### config.mk
export PLATFORM = sky130hd
export DESIGN_NAME = accum_reducer
export DESIGN_NICKNAME = d
export VERILOG_FILES = /design/src/rtl/accum_reducer.sv
export SDC_FILE = /design/constraint.sdc
export NUM_CORES = 1
export LEC_CHECK = 0
export BUFFER_PORTS_ARGS = -buffer_cell sky130_fd_sc_hd__buf_2
export CORE_UTILIZATION = 35
export CTS_BUF_LIST = sky130_fd_sc_hd__clkbuf_4
export DETAILED_ROUTE_END_ITERATION = 16
export PLACE_DENSITY = 0.64
export RECOVER_POWER = 100
export SYNTH_ARGS = -nofsm -noshare
export SYNTH_HDL_FRONTEND = slang
export SYNTH_SLANG_ARGS = --single-unit
### constraint.sdc
create_clock -name iCLK -period 2.9 [get_ports iCLK]
set_clock_uncertainty 0.2 [all_clocks]
set_input_delay 0.435 -clock iCLK [delete_from_list [all_inputs] [get_ports iCLK]]
set_output_delay 0.435 -clock iCLK [all_outputs]
set_load 0.02 [all_outputs]
### src/rtl/accum_reducer.sv
// accum_reducer
//   Reduces NP consecutive input beats of NC signed WV-bit lanes into one
//   beat of NC signed WA-bit lane sums (WA = $clog2(NP)+WV). One input beat
//   per cycle; one result per NP accepted beats, latency 1 after the final
//   beat. Both sides use valid/ready handshakes.
//
// Ports
//   iCLK              clock, rising edge
//   iRST              asynchronous active-low reset
//   iValid_AS_Prod0   input beat valid
//   oReady_AS_Prod0   input beat accepted when high together with valid
//   iData_AS_Prod0    NC lanes, lane k at [k*WV +: WV], signed
//   oValid_BM_Accum0  result valid
//   iReady_BM_Accum0  downstream accepts result
//   oData_BM_Accum0   NC lanes, lane k at [k*WA +: WA], signed
module accum_reducer #(
  parameter int NP = 4,
  parameter int NC = 8,
  parameter int WV = 4
) (
  input  logic               iCLK,
  input  logic               iRST,
  input  logic               iValid_AS_Prod0,
  output logic               oReady_AS_Prod0,
  input  logic [NC*WV-1:0]   iData_AS_Prod0,
  output logic               oValid_BM_Accum0,
  input  logic               iReady_BM_Accum0,
  output logic [NC*(($clog2(NP))+WV)-1:0] oData_BM_Accum0
);

  localparam int WA = $clog2(NP) + WV;
  localparam int CW = $clog2(NP);

  logic [CW-1:0]    cnt_q, cnt_d;
  logic [NC*WA-1:0] acc_q, acc_d;
  logic [NC*WA-1:0] data_q, data_d;
  logic             valid_q, valid_d;

  logic             first_beat;
  logic             last_beat;
  logic             in_fire;
  logic             out_fire;
  logic [NC*WA-1:0] sum;

  assign first_beat = (cnt_q == '0);
  assign last_beat  = (cnt_q == CW'(NP - 1));

  // Only the final beat of a group can stall, and only while the previous
  // result is still waiting for the consumer.
  assign oReady_AS_Prod0 = ~last_beat | ~valid_q | iReady_BM_Accum0;

  assign in_fire  = iValid_AS_Prod0 & oReady_AS_Prod0;
  assign out_fire = valid_q & iReady_BM_Accum0;

  // Per-lane sign extension and add. On the first beat of a group the old
  // accumulator is ignored, so no separate clear cycle is needed.
  for (genvar k = 0; k < NC; k++) begin : g_lane
    logic [WV-1:0] in_l;
    logic [WA-1:0] ext;
    logic [WA-1:0] base;
    assign in_l = iData_AS_Prod0[k*WV +: WV];
    assign ext  = {{(WA-WV){in_l[WV-1]}}, in_l};
    assign base = first_beat ? '0 : acc_q[k*WA +: WA];
    assign sum[k*WA +: WA] = base + ext;
  end

  always_comb begin
    cnt_d   = cnt_q;
    acc_d   = acc_q;
    data_d  = data_q;
    valid_d = valid_q;

    if (out_fire) begin
      valid_d = 1'b0;
    end

    if (in_fire) begin
      acc_d = sum;
      if (last_beat) begin
        cnt_d   = '0;
        data_d  = sum;
        valid_d = 1'b1;
      end else begin
        cnt_d = cnt_q + CW'(1);
      end
    end
  end

  always_ff @(posedge iCLK or negedge iRST) begin
    if (!iRST) begin
      cnt_q   <= '0;
      acc_q   <= '0;
      data_q  <= '0;
      valid_q <= 1'b0;
    end else begin
      cnt_q   <= cnt_d;
      acc_q   <= acc_d;
      data_q  <= data_d;
      valid_q <= valid_d;
    end
  end

  assign oValid_BM_Accum0 = valid_q;
  assign oData_BM_Accum0  = data_q;

endmodule

==> results.json <==
{
  "finalHoldViolations": 0,
  "clock-root-buffer": "clkbuf_4",
  "grt_pass1_wl_um": 21800,
  "htreeDepth": 3,
  "dp_hpwl_um": 9220,
  "comb_power_share_pct": 54.2,
  "ys_ff_latch": 99,
  "crit_chain": "inv_1, ha_1, buf_12, nor2b_1, ha_1, fa_1, a21o_1, a21oi_1, xnor2_1, mux2_1",
  "core_area_um2": 15400,
  "clk-insertion-delay-late_ns": 0.48,
  "critPathKind": "reg2reg",
  "die_height_um": 128,
  "fin_util_pct": 40.6,
  "rrSetupSlack_ns": 0.22,
  "crit_path_top_delay_cell": "dfrtp_1",
  "portBuffers": 85,
  "synthCells": 573,
  "final_antenna_net_count": 0,
  "status": "complete, no violations",
  "rsz0062_at_grt": "false",
  "rr_endpoint": "oData_BM_Accum0[10]",
  "yosysSeqAreaShare_pct": 44.3,
  "synth.top_cell.area_share_pct": 44.3,
  "intPower_mw": 3.75,
  "grt.overflow.total": 0,
  "dieArea_um2": 16500,
  "regArea_um2": 2480,
  "p_total_mw": 6.74,
  "fin_nets": 739,
  "clkPwrFrac_pct": 10.7,
  "period_share_pct": 92.5,
  "cp.arrival_ns": 2.85,
  "drt-pass1-iter-count": 4,
  "grt_pass1_vias": 4445,
  "drt-total-wl_um": 13000,
  "dpl_worst_slack_ns": 0.276,
  "power_density_nw_per_um2": 1080,
  "tightest_slew_ns": 1.42,
  "r2r-start": "cnt_q[0]",
  "gp_congestion": 0.845,
  "cts_buffer_depth": 2,
  "synth_warnings": 0,
  "start_util_pct": 36.4,
  "synth_area_leader_cell": "dfrtp_1",
  "layout_setup_ws_ns": 0.218,
  "cp_max_fo": 36,
  "antenna_found_initial": 2,
  "multiInputGateArea_um2": 2920,
  "grt_max_degree": 56,
  "drc_errors": 0,
  "ioPinCount": 86,
  "min-delay-path-class": "in2reg",
  "areaGrowthSynthToFinish_pct": 11.7,
  "period_minus_slack_ns": 2.68,
  "fillCellCount": 1548,
  "vias": 4321,
  "endpoint_kind": "flop",
  "cts_tree": "yes",
  "reg2regPathDepth": 10,
  "start_kind": "flop",
  "vias_per_cell": 4.98,
  "drt_iter0_markers": 252,
  "max_freq_ghz": 0.373,
  "crit_top_cell": "ha_1",
  "post-cts-setup-buffers": 0,
  "synth_nets": 659,
  "drive_gt1_share_pct": 10.8,
  "seq_power_share_pct": 35.1,
  "ys_types": 27,
  "totalNegativeSetupSlack_ns": 0,
  "critPathLaunch": "cnt_q[0]",
  "wl_per_cell_um": 15.0,
  "swShare_pct": 44.4,
  "endpoint": "oData_BM_Accum0[10]",
  "fp.dieW_um": 128,
  "timing.slew.headroom_pct": 5.46,
  "cts_sinks": 99,
  "numCtsBuffers": 9,
  "synthesis.area_um2": 5590,
  "max_stage_delay_ns": 0.42,
  "core.rowCount": 45,
  "syn_avg_cell_area_um2": 9.76,
  "cts_resized": 0,
  "grt_use_total_pct": 17.1,
  "crit_required_ns": 3.07,
  "p_leak_nw": 3.06,
  "finalMaxSlewViolations": 0,
  "setup_viol": 0,
  "synthTopCellsByArea": "dfrtp_1, nand2_1, ha_1",
  "maxCapViolations": 0,
  "irDropWorstVdd_mv": 0.286,
  "p_switching_mw": 2.99,
  "clk_pin_slew_ns": 0.15
}
-- layout make-up --
type | count | share of cell area [%]
well taps | 211 | 4.23
diodes | 1 | 0.0401
multi-input cells | 441 | 46.7
clock buffers | 10 | 1.20
inverters | 6 | 0.361
clock inverters | 4 | 0.701
flip-flops and latches | 99 | 39.7
repair buffers | 96 | 7.09
-- stage by stage --
step	cell area, um^2	hold WS, ns	cells
6_report	6250	0.0404	868
5_1_grt	6250	0.0306	868
4_1_cts	6360	0.00874	867
3_5_place_dp	6230	0.254	852
3_3_place_gp	6230	0.249	852
2_1_floorplan	5590	-0.0606	573
-- how the worst min path moves through the flow --
stage	start	to	slack, ns	cells past startpoint
6_report	iValid_AS_Prod0	cnt_q[0]	0.04	3
5_1_grt	iValid_AS_Prod0	cnt_q[0]	0.03	3
4_1_cts	iValid_AS_Prod0	cnt_q[0]	0.009	3
3_5_place_dp	acc_q[42]	acc_q[42]	0.25	2
3_3_place_gp	acc_q[42]	acc_q[42]	0.25	2
2_1_floorplan	iRST	acc_q[0]	-0.06	0
-- Yosys cell counts --
master and instances:
buf_6 4, xor2_1 9, a211o_1 18, o21ai_0 37
buf_2 11, nand2_1 146, nand2b_1 10, clkbuf_1 11
nor2_1 1, buf_4 1, inv_1 6, xnor2_1 22
fa_1 8, mux2_2 7, dfrtp_1 99, a21oi_1 21
nand3_1 21, and3_1 1, nand4_1 24, nand3b_4 1
ha_1 42, a21o_1 21, mux2_4 7, a221oi_2 2
nor2b_1 40, and2_1 2, and2_4 1
-- metal layers --
metal / global-route usage [%] / part of all wire, % / wire, um
met1: 22.6 / 47 / 6140
met2: 26.9 / 46 / 5950
met3: 3.12 / 4.4 / 568
met4: 8.93 / 2.7 / 352
met5: 0 / 0.10 / 13
-- power groups by stage --
stage | registers (mW) | logic (mW) | clock network [mW]
2_1_floorplan | 2.70 | 2.45 | 0
3_5_place_dp | 2.40 | 3.80 | 0
4_1_cts | 2.37 | 3.82 | 0.746
5_1_grt | 2.45 | 4.11 | 0.803
3_3_place_gp | 2.37 | 3.67 | 0
6_report | 2.37 | 3.66 | 0.718
-- cell usage in the layout (no fill, tap or decap), types with 21 or more instances in the layout --
cell,n
buf_2,34
xnor2_1,22
a21o_1,21
clkbuf_1,52
ha_1,42
nor2b_1,40
dfrtp_1,99
o21ai_0,37
a21oi_1,21
nand4_1,24
nand2_1,146
-- flip-flops by register name, indices dropped and copies added, names as in the netlist --
name / count
acc_q: 48
oData_BM_Accum0: 48
cnt_q: 2
oValid_BM_Accum0: 1
-- critical path: cells and delay by family, from the launching register on --
kind / cells / cell delay [ns]
buffers and inverters: 2 / 0.30
DFF: 1 / 0.42
adders and majority gates: 3 / 0.82
xor gates and xnor gates: 1 / 0.11
muxes: 1 / 0.30
AOI/OAI and AO/OA: 2 / 0.35
and+or+nand+nor: 1 / 0.07
-- cells by family (layout without fill, tap and decap cells) --
group,count (synthesis),after routing,synth area share [%]
xor gates and xnor gates,31,31,4.85
other,0,1,0
buffers and inverters,33,116,3.06
adders and majority gates,50,50,12.3
and+or+nand+nor,247,247,20.9
muxes,14,14,3.29
AOI/OAI and AO/OA,99,99,11.4
DFF,99,99,44.3
-- what timing repair did --
item	CTS	global route
setup endpoints to repair	0	0
hold endpoints to repair	52	0
hold buffers	1	0
(Power assumes the default switching activity.)
